`config.mk`:
```
export PLATFORM = sky130hd
export DESIGN_NAME = spi_master_cfg
export DESIGN_NICKNAME = d
export VERILOG_FILES = /design/src/rtl/spi_pkg.sv /design/src/rtl/spi_sclk_gen.sv /design/src/rtl/spi_master_cfg.sv
export SDC_FILE = /design/constraint.sdc
export NUM_CORES = 1
export LEC_CHECK = 0
export ABC_AREA = 0
export CAP_MARGIN = 10
export CORE_MARGIN = 2
export CORE_UTILIZATION = 40
export CTS_BUF_LIST = sky130_fd_sc_hd__clkbuf_8
export DETAILED_ROUTE_END_ITERATION = 8
export GPL_ROUTABILITY_DRIVEN = 0
export PLACE_DENSITY = 0.69
export SLEW_MARGIN = 30
export SYNTH_ARGS = -nofsm -noshare
export SYNTH_HDL_FRONTEND = slang
export SYNTH_SLANG_ARGS = --single-unit
```
`constraint.sdc`:
```
create_clock -name clk -period 3.9 [get_ports clk]
set_input_delay 0.39 -clock clk [delete_from_list [all_inputs] [get_ports clk]]
set_output_delay 0.39 -clock clk [all_outputs]
set_load 0.03 [all_outputs]
```
`src/rtl/spi_pkg.sv`:
```
// Shared types for the configurable SPI master: FSM states, per-transfer mode
// and a width helper used to size counters and selects.
package spi_pkg;

  typedef enum logic [1:0] {
    IDLE,
    LEAD,
    XFER,
    TRAIL
  } spi_state_t;

  typedef struct packed {
    logic cpol;
    logic cpha;
    logic lsb_first;
  } spi_mode_t;

  // Bits needed to index n items, never less than one.
  function automatic int clog2_min1(input int n);
    return (n > 1) ? $clog2(n) : 1;
  endfunction

endpackage

```
`src/rtl/spi_sclk_gen.sv`:
```
// Half-period divider for the SPI serial clock: strobes each sclk edge one
// cycle before it becomes visible on the registered sclk output.
module spi_sclk_gen
  import spi_pkg::*;
#(
  parameter int CLK_DIV = 10
) (
  input  logic clk,
  input  logic rst,
  input  logic run,
  input  logic idle_level,
  output logic tick,
  output logic lead_edge,
  output logic trail_edge,
  output logic sclk
);

  localparam int DIV_W = clog2_min1(CLK_DIV);
  localparam logic [DIV_W-1:0] DIV_LAST = DIV_W'(CLK_DIV - 1);

  logic [DIV_W-1:0] div_cnt_reg;
  logic             phase_reg;
  logic             sclk_reg;

  // phase_reg=0 means the next toggle is a leading edge.
  assign tick       = run && (div_cnt_reg == DIV_LAST);
  assign lead_edge  = tick && !phase_reg;
  assign trail_edge = tick && phase_reg;
  assign sclk       = sclk_reg;

  always_ff @(posedge clk) begin
    if (rst) begin
      div_cnt_reg <= '0;
      phase_reg   <= 1'b0;
      sclk_reg    <= 1'b0;
    end else if (!run) begin
      div_cnt_reg <= '0;
      phase_reg   <= 1'b0;
      sclk_reg    <= idle_level;
    end else if (tick) begin
      div_cnt_reg <= '0;
      phase_reg   <= ~phase_reg;
      sclk_reg    <= ~sclk_reg;
    end else begin
      div_cnt_reg <= div_cnt_reg + 1'b1;
    end
  end

endmodule

```
`src/rtl/spi_master_cfg.sv`:
```
// SPI master with per-transfer mode, bit order and chip select, latched on
// accept; framed by CS setup (LEAD) and CS hold (TRAIL) periods.
module spi_master_cfg
  import spi_pkg::*;
#(
  parameter  int DATA_W  = 12,
  parameter  int CLK_DIV = 10,
  parameter  int NUM_CS  = 2,
  localparam int CS_W    = clog2_min1(NUM_CS)
) (
  input  logic              clk,
  input  logic              rst,
  input  logic              tx_valid,
  output logic              tx_ready,
  input  logic [DATA_W-1:0] tx_data,
  input  logic [CS_W-1:0]   cs_sel,
  input  logic              cpol,
  input  logic              cpha,
  input  logic              lsb_first,
  output logic              sclk,
  output logic [NUM_CS-1:0] cs_n,
  output logic              mosi,
  input  logic              miso,
  output logic              rx_valid,
  output logic [DATA_W-1:0] rx_data,
  output logic              busy
);

  localparam int CNT_W  = clog2_min1(CLK_DIV);
  localparam int EDGE_W = clog2_min1(2 * DATA_W);
  localparam logic [CNT_W-1:0]  CNT_LAST  = CNT_W'(CLK_DIV - 1);
  localparam logic [EDGE_W-1:0] EDGE_LAST = EDGE_W'(2 * DATA_W - 1);

  spi_state_t        state_reg, state_next;
  logic [CNT_W-1:0]  cnt_reg, cnt_next;
  logic [EDGE_W-1:0] edge_reg, edge_next;
  spi_mode_t         mode_reg;
  logic [CS_W-1:0]   sel_reg, sel_eff;
  logic [DATA_W-1:0] tx_shift_reg, tx_shift_next, tx_shifted;
  logic [DATA_W-1:0] rx_shift_reg, rx_shift_next;
  logic              mosi_reg, mosi_next;
  logic              rx_valid_reg, fire;
  logic [DATA_W-1:0] rx_data_reg;
  logic [NUM_CS-1:0] cs_n_reg, cs_n_next, cs_dec;
  logic              accept, tick, lead_edge, trail_edge;
  logic              sample, advance, out_bit;

  assign accept   = (state_reg == IDLE) && tx_valid && !rst;
  assign tx_ready = (state_reg == IDLE) && !rst;
  assign busy     = (state_reg != IDLE);
  assign cs_n     = cs_n_reg | {NUM_CS{rst}};
  assign rx_valid = rx_valid_reg && !rst;
  assign rx_data  = rx_data_reg;
  assign mosi     = mosi_reg;

  spi_sclk_gen #(
    .CLK_DIV(CLK_DIV)
  ) u_sclk_gen (
    .clk       (clk),
    .rst       (rst),
    .run       (state_reg == XFER),
    .idle_level((state_reg == IDLE) ? cpol : mode_reg.cpol),
    .tick      (tick),
    .lead_edge (lead_edge),
    .trail_edge(trail_edge),
    .sclk      (sclk)
  );

  always_comb begin
    state_next = state_reg;
    cnt_next   = cnt_reg;
    edge_next  = edge_reg;
    case (state_reg)
      IDLE: begin
        cnt_next  = '0;
        edge_next = '0;
        if (tx_valid) state_next = LEAD;
      end
      LEAD: begin
        if (cnt_reg == CNT_LAST) begin
          state_next = XFER;
          cnt_next   = '0;
        end else begin
          cnt_next = cnt_reg + 1'b1;
        end
      end
      XFER: begin
        if (tick) begin
          if (edge_reg == EDGE_LAST) begin
            state_next = TRAIL;
            cnt_next   = '0;
            edge_next  = '0;
          end else begin
            edge_next = edge_reg + 1'b1;
          end
        end
      end
      TRAIL: begin
        if (cnt_reg == CNT_LAST) begin
          state_next = IDLE;
          cnt_next   = '0;
        end else begin
          cnt_next = cnt_reg + 1'b1;
        end
      end
      default: state_next = IDLE;
    endcase
  end

  // Registered one cycle ahead so the pulse lands on the last TRAIL cycle.
  assign fire = (state_next == TRAIL) && (cnt_next == CNT_LAST);

  always_ff @(posedge clk) begin
    if (rst) begin
      state_reg <= IDLE;
      cnt_reg   <= '0;
      edge_reg  <= '0;
    end else begin
      state_reg <= state_next;
      cnt_reg   <= cnt_next;
      edge_reg  <= edge_next;
    end
  end

  assign sel_eff = accept ? cs_sel : sel_reg;

  generate
    for (genvar gi = 0; gi < NUM_CS; gi++) begin : g_cs_dec
      assign cs_dec[gi] = (sel_eff != CS_W'(gi));
    end
  endgenerate

  assign cs_n_next  = (state_next == IDLE) ? {NUM_CS{1'b1}} : cs_dec;
  assign out_bit    = mode_reg.lsb_first ? tx_shift_reg[0] : tx_shift_reg[DATA_W-1];
  assign tx_shifted = mode_reg.lsb_first ? (tx_shift_reg >> 1) : (tx_shift_reg << 1);
  assign sample     = mode_reg.cpha ? trail_edge : lead_edge;
  // cpha=0 presents the next bit after each trailing edge; the final one has none.
  assign advance    = mode_reg.cpha ? lead_edge : (trail_edge && (edge_reg != EDGE_LAST));

  always_comb begin
    tx_shift_next = tx_shift_reg;
    rx_shift_next = rx_shift_reg;
    mosi_next     = mosi_reg;
    if (accept) begin
      tx_shift_next = tx_data;
      mosi_next     = cpha ? 1'b0 : (lsb_first ? tx_data[0] : tx_data[DATA_W-1]);
    end else begin
      if (sample) begin
        rx_shift_next = mode_reg.lsb_first ? {miso, rx_shift_reg[DATA_W-1:1]}
                                           : {rx_shift_reg[DATA_W-2:0], miso};
      end
      if (advance) begin
        tx_shift_next = tx_shifted;
        mosi_next     = mode_reg.cpha ? out_bit
                      : (mode_reg.lsb_first ? tx_shifted[0] : tx_shifted[DATA_W-1]);
      end
      if ((state_next == TRAIL) || (state_next == IDLE)) mosi_next = 1'b0;
    end
  end

  always_ff @(posedge clk) begin
    if (rst) begin
      mode_reg     <= '0;
      sel_reg      <= '0;
      tx_shift_reg <= '0;
      rx_shift_reg <= '0;
      mosi_reg     <= 1'b0;
      rx_valid_reg <= 1'b0;
      rx_data_reg  <= '0;
      cs_n_reg     <= {NUM_CS{1'b1}};
    end else begin
      if (accept) begin
        mode_reg.cpol      <= cpol;
        mode_reg.cpha      <= cpha;
        mode_reg.lsb_first <= lsb_first;
        sel_reg            <= cs_sel;
      end
      tx_shift_reg <= tx_shift_next;
      rx_shift_reg <= rx_shift_next;
      mosi_reg     <= mosi_next;
      cs_n_reg     <= cs_n_next;
      rx_valid_reg <= fire;
      if (fire) rx_data_reg <= rx_shift_next;
    end
  end

endmodule
```
==> run metrics, run 1 <==
R2R setup slack 0.95 ns; Worst Max-Slew Pin Slew between 0.9 and 1 ns; total negative slack 0 ns; Resized cells post-CTS 0; cell taking the most area after synthesis dfxtp_1; vias in the first global route around 2200; crit-path max FO 12; Comb power frac around 7.7%; Core ar. 7250 µm²; Die W 90.5 µm; Area growth, synth to finish 22.3%; top cells by area, synth dfxtp_1 (41%), mux2i_1 (11%), nor2_1 (5.4%); Worst-Skew Late Latency 0.34 ns; Max Cap Violations 0; Reg power frac ~48%; status complete, no violations; final global-route overflow total 0; CTS sink count 61; Worst R2R End rx_data[0]; final number of hold-violating endpoints 0; post-synthesis async set-or-reset flop share 0%; count of final setup violators 0; largest net degree at the start of global routing 30; CTS max path bufs 2; Clock power frac 44.4%; Avg Inst Size Synth 9.39 µm²; RSZ-0062 raised after global routing no; Startpoint Class flip-flop; clk_skew ~0.0095 ns; CP endpoint rx_data[0]; DR vias 2262; total power per unit cell area 369 nW/µm²; Yosys top cell area share 40.8%; Syn. warnings 0; Syn Std Cell Area 2990 µm²; worst rel slew slack 37.5%; Sw Ratio 23.4%; DRT iter0 DRCs between 80 and 90; Min-Delay Path Class flip-flop to flip-flop; post-DP HPWL 4020 µm; syn_nets ~350; CP startpoint edge_reg[0]; Worst setup EP type flip-flop; I/O Buffers 38; nets ~380; Reg clk slew, reported paths 0.07 ns; Reg2Reg Depth 10; Internal 0.00103 W; Mapped Cells about 320; register bit count reported by yosys 61; Static Leak 1.34 nW; TritonRoute pass-1 iters 4; peak supply drop 0.199 mV; CTS tree done; Slew Viols, Final 0; EDFF count, synth 0; layout cells sized above 1 roughly 12%; critical path type flip-flop to flip-flop; total CTS buffers 9; post-CTS setup buffers 0; first-pass GRT wire length 10200 µm; Final min period just under 3 ns; period utilization 75.7%; DIE HEIGHT 90.5 µm; Die ar. around 8000 µm²; hold_buf cts 0; Initial Util 41.3%; P_sw 0.000316 W; Seq/Total Area, Yosys 40.8%; Req. time, crit path 4.13 ns; # IOs 39; Max Fclk 339 MHz; Netlist cell types 50; vias per inst 4.96; worst r2r src edge_reg[0]; Hold WS around 0.47 ns; drt drc 0; gr usage total roughly 15%; main flop type after synthesis dfxtp_1; H-tree levels 3; std cell rows 31; Final ANT Viol Nets 0; root buf cell clkbuf_8; Antenna Cells 0; final wirelength approximately 5700 µm; average wire per standard cell 12.6 µm; antenna violations before repair 0; Critical Path AT 3.18 ns
## Yosys cell counts (3+ instances only)
library cell / instances
inv_1: 9
nor2b_1: 17
a211oi_1: 14
clkbuf_1: 11
dfxtp_1: 61
xnor2_1: 3
ha_1: 7
o21ai_1: 7
or2_2: 3
a21oi_1: 9
mux2_2: 9
nand3_1: 8
o21ai_0: 10
mux2i_1: 34
buf_2: 5
nand2_1: 22
nor2_1: 43
mux2_1: 5
## per-stage QoR
| step | power (W) | instance area [µm²] | setup WS, ns | util, % | cells |
|---|---|---|---|---|---|
| after floorplan | 0.000726 | 2990 | 1.46 | - | 319 |
| after global placement | 0.000765 | 3430 | 1.01 | 47.3 | 439 |
| after detailed placement | 0.000766 | 3440 | 0.963 | 47.5 | 440 |
| after CTS | 0.00137 | 3660 | 0.943 | 50.5 | 456 |
| after global routing | 0.00141 | 3660 | 0.723 | 50.5 | 456 |
| final | 0.00135 | 3660 | 0.950 | 50.5 | 456 |
## power groups by stage
stage	clock (W)	sequential [W]	combinational, W
2_1_floorplan	0	0.000654	0.0000718
3_3_place_gp	0	0.000661	0.000105
3_5_place_dp	0	0.000661	0.000105
4_1_cts	0.000621	0.000646	0.000106
5_1_grt	0.000647	0.000648	0.000115
6_report	0.000600	0.000647	0.000104
## worst max-delay path, cell delays in order (launching register included)
cell and delay [ns]:
dfxtp_1 0.38, ha_1 0.25, nand4b_1 0.15, o21ai_0 0.15
o21ai_0 0.09, mux2_2 0.30, inv_1 0.06, ha_1 0.13
o221ai_1 0.18, nor4_4 0.72, mux2_2 0.41
## cells in the final DEF (no fill, tap or decap), drive strengths merged, types with 2 or more instances in the layout
master,Yosys,layout
nand3,8,8
ha,7,7
clkinvlp,0,2
buf,9,5
nor3b,2,2
xor2,2,2
nor4,2,2
nor2b,17,17
and3b,2,2
a211oi,16,16
mux2i,34,34
nor2,44,44
nand2b,3,3
mux2,14,14
dfxtp,61,61
nor3,2,2
a21oi,9,9
nand4b,2,2
nor4b,2,2
nand2,22,22
or3,2,2
o21ai,17,17
inv,9,10
clkdlybuf4s50,0,37
clkbuf,11,12
or2,3,3
xnor2,3,3
## cell type report
| class | count | area [µm²] |
|---|---|---|
| fillers | 688 | 3590 |
| multi-input cells | 229 | 1650 |
| flip-flops and latches | 61 | 1220 |
| repair buffers | 42 | 409 |
| clock buffers | 12 | 165 |
| well taps | 99 | 124 |
| clock inverters | 4 | 53.8 |
| inverters | 9 | 33.8 |
## how the worst min path moves through the flow
| stage | startpoint | to | cells past startpoint |
|---|---|---|---|
| 3_3_place_gp | mode_reg[2] | mode_reg[2] | 2 |
| 3_5_place_dp | u_sclk_gen.div_cnt_reg[0] | u_sclk_gen.div_cnt_reg[0] | 1 |
| 5_1_grt | mode_reg[2] | mode_reg[2] | 2 |
| 4_1_cts | mode_reg[2] | mode_reg[2] | 2 |
| 2_1_floorplan | u_sclk_gen.div_cnt_reg[0] | u_sclk_gen.div_cnt_reg[0] | 1 |
| 6_report | u_sclk_gen.div_cnt_reg[0] | u_sclk_gen.div_cnt_reg[0] | 1 |
## kinds of logic (layout without fill, tap and decap cells)
group | count (synthesis) | after routing | share of synthesized area (%)
AOI/OAI and AO/OA | 52 | 52 | 12.2
DFF | 61 | 61 | 40.8
xor gates and xnor gates | 5 | 5 | 1.46
buffers and inverters | 29 | 67 | 4.47
and+or+nand+nor | 116 | 116 | 20.8
adders and majority gates | 7 | 7 | 2.93
muxes | 49 | 49 | 17.4
## metal layers
| layer | routed length [µm] | GRT usage (%) |
|---|---|---|
| met1 | 2740 | 18.9 |
| met4 | 95 | 5.77 |
| met3 | 235 | 4.84 |
| met5 | 0 | 0 |
| met2 | 2670 | 24.3 |
No activity file was read; power rests on OpenSTA's default activity.
==> run 2: changes to the inputs <==
--- a/config.mk
+++ b/config.mk
@@ -12,7 +12,7 @@
 export CTS_BUF_LIST = sky130_fd_sc_hd__clkbuf_8
 export DETAILED_ROUTE_END_ITERATION = 8
 export GPL_ROUTABILITY_DRIVEN = 0
-export PLACE_DENSITY = 0.69
+export PLACE_DENSITY = 0.71
 export SLEW_MARGIN = 30
 export SYNTH_ARGS = -nofsm -noshare
 export SYNTH_HDL_FRONTEND = slang
==> constraint.sdc (replaced) <==
create_clock -name clk -period 2.5 [get_ports clk]
set_input_delay 0.25 -clock clk [delete_from_list [all_inputs] [get_ports clk]]
set_output_delay 0.25 -clock clk [all_outputs]
set_load 0.03 [all_outputs]
==> run 2 against run 1 <==
  * The flow now finishes with violations (negative setup slack)
  * Non-clock buffer count up 16
  * Die area unchanged
  * First-iteration DRC count down 11%
  * Clock power up 50%
  * Register-to-register slack worse by 0.97 ns
  * Core utilization up 3.9 points
  * Combinational power up 78%
  * Design area up 7.7%
  * Via count up 6.2%
  * Critical endpoint is now rx_data[11]
==> run metrics, run 2 (synthesis gave the netlist of run 1 again) <==
status finished with violations (was complete, no violations); failing checks negative setup slack; largest net degree at the start of global routing 32 (was 30); Die W 90.5 µm (unchanged); average wire per standard cell 13.6 µm (was 12.6 µm); std cell rows 31 (unchanged); post-DP HPWL 4240 µm (was 4020 µm); DP Area 3580 µm² (was 3440 µm²); Worst R2R End rx_data[11] (was rx_data[0]); M2 GR Usage 26.1% (was 24.3%); first-pass GRT wire length 10700 µm (was 10200 µm); antenna violations before repair 0 (unchanged); GRT Max-Usage Layer met2 (unchanged); Hold Path Origin rst (was u_sclk_gen.div_cnt_reg[0]); total CTS buffers 9 (unchanged); GR Layer Usage met3 4.92% (was 4.84%); Worst setup EP type flip-flop (unchanged); commonest cells after routing, fill and taps aside dfxtp_1 (59), nor2_1 (43), clkdlybuf4s50_1 (37) (was dfxtp_1 (61), nor2_1 (43), clkdlybuf4s50_1 (37)); Final min period 2.52 ns (was 2.95 ns); layout cells sized above 1 19.8% (was 12.3%); final global-route overflow total 0 (unchanged); Static Leak 1.44 nW (was 1.34 nW); CTS sink count 61 (unchanged); CTS tree done (unchanged); utilization after layout 54.3% (was 50.5%); Hold Path Cell Cnt 2 (was 1); # IOs 39 (unchanged); Worst Max-Slew Pin Slew 0.566 ns (was 0.936 ns); most common cell after layout, fill and taps aside dfxtp_1 (unchanged); DR vias 2402 (was 2262); Critical Path AT 2.76 ns (was 3.18 ns); Worst-Skew Late Latency 0.35 ns (was 0.34 ns); Reg clk slew, reported paths 0.08 ns (was 0.07 ns); Final ANT Viol Nets 0 (unchanged); Initial Util 41.3% (unchanged); worst r2r src edge_reg[1] (was edge_reg[0]); total negative slack -0.0789 ns (was 0 ns); Die ar. 8190 µm² (unchanged); crit-path max FO 6 (was 12); period utilization 101% (was 75.7%); design area 3940 µm² (was 3660 µm²); Req. time, crit path 2.74 ns (was 4.13 ns); worst rel slew slack 61.9% (was 37.5%); Startpoint Class flip-flop (unchanged); TritonRoute pass-1 iters 4 (unchanged); Slew Viols, Final 0 (unchanged); final worst slack -0.0168 ns (was 0.950 ns); Min-Delay Path Class input port to flip-flop (was flip-flop to flip-flop); count of final setup violators 6 (was 0); critical path type flip-flop to flip-flop (unchanged); final number of hold-violating endpoints 0 (unchanged); worst hold endpoint tx_shift_reg[9] (was u_sclk_gen.div_cnt_reg[0]); Max Fclk 397 MHz (was 339 MHz); R2R setup slack -0.02 ns (was 0.95 ns); vias in the first global route 2376 (was 2238); H-tree levels 3 (unchanged); RSZ-0062 raised after global routing yes (was no); clk_skew 0.00951 ns (was 0.00950 ns); Hold WS 0.384 ns (was 0.471 ns); Area growth, synth to finish 31.6% (was 22.3%); I/O Buffers 38 (unchanged); peak supply drop 0.292 mV (was 0.199 mV); Core ar. 7250 µm² (unchanged); total power per unit cell area 530 nW/µm² (was 369 nW/µm²); vias per inst 5.09 (was 4.96); Antenna Cells 0 (unchanged); DIE HEIGHT 90.5 µm (unchanged); gr usage total 15.9% (was 15.1%); Max Cap Violations 0 (unchanged); DRT iter0 DRCs 77 (was 87); Reg2Reg Depth 11 (was 10); nets 395 (was 379); met1 Resource Use GR 19.6% (was 18.9%); drt drc 0 (unchanged); root buf cell clkbuf_8 (unchanged); final wirelength 6410 µm (was 5740 µm); CTS max path bufs 2 (unchanged)
run 2: cell count changes in the layout (fill, tap and decap cells not counted), sizes merged:
cell | previous run | this run
clkbuf | 12 | 10
inv | 10 | 12
buf | 5 | 20
clkinv | 0 | 2
clkinvlp | 2 | 1
run 2: critical path, stage by stage, from the launching register on:
cell and delay [ns]:
dfxtp_2 0.36, ha_4 0.15, nand4b_1 0.14, o21ai_1 0.15
o21ai_1 0.09, mux2_4 0.30, inv_4 0.06, ha_4 0.13
o221ai_4 0.10, nor4_4 0.39, clkbuf_16 0.24, mux2_4 0.30
run 2: stage by stage:
stage	std cells	worst slack, ns	power, W
floorplan	319	0.0585	0.00113
global placement	452	0.0232	0.00121
detailed placement	452	-0.0416	0.00121
CTS	468	0.0114	0.00211
global route	472	-0.122	0.00218
finish	472	-0.0168	0.00209
run 2: layout make-up:
| cell class | count | area (µm²) |
|---|---|---|
| fill | 671 | 3310 |
| timing repair buffer | 58 | 593 |
| inverter | 9 | 36.3 |
| clock inverter | 7 | 81.3 |
| tap | 99 | 124 |
| multi-input combinational | 229 | 1760 |
| clock buffer | 9 | 124 |
| sequential | 61 | 1220 |
run 2: how the worst max path moves through the flow:
stage	startpoint	to	slack (ns)	cells after the start
floorplan	state_reg[0]	tx_shift_reg[4]	0.06	8
global placement	edge_reg[0]	rx_data[4]	0.02	11
detailed placement	edge_reg[1]	rx_data[0]	-0.04	11
CTS	edge_reg[1]	rx_data[0]	0.01	11
global route	edge_reg[1]	rx_data[3]	-0.12	11
finish	edge_reg[1]	rx_data[11]	-0.02	11
run 2: where the power goes:
| group | internal, W | switching (W) | leakage, nW |
|---|---|---|---|
| combinational | 0.0000937 | 0.0000917 | 0.845 |
| clock | 0.000473 | 0.000424 | 0.101 |
| sequential | 0.000986 | 0.0000188 | 0.495 |
run 2: per-layer routing:
metal	part of all wire, %	routed length, µm	up-vias
li1	-	-	1215
met1	47	3010	1132
met2	48	3050	45
met3	3.8	245	10
met4	1.5	99	0
met5	0	0	-
run 2: repair_timing:
| action | in CTS | in global routing |
|---|---|---|
| resized for setup | 0 | 29 |
| setup endpoints to repair | 12 | 12 |
| pin swaps | 1 | 4 |
| hold buffers | 0 | 0 |
| setup buffers | 0 | 3 |
| gates cloned | 0 | 1 |
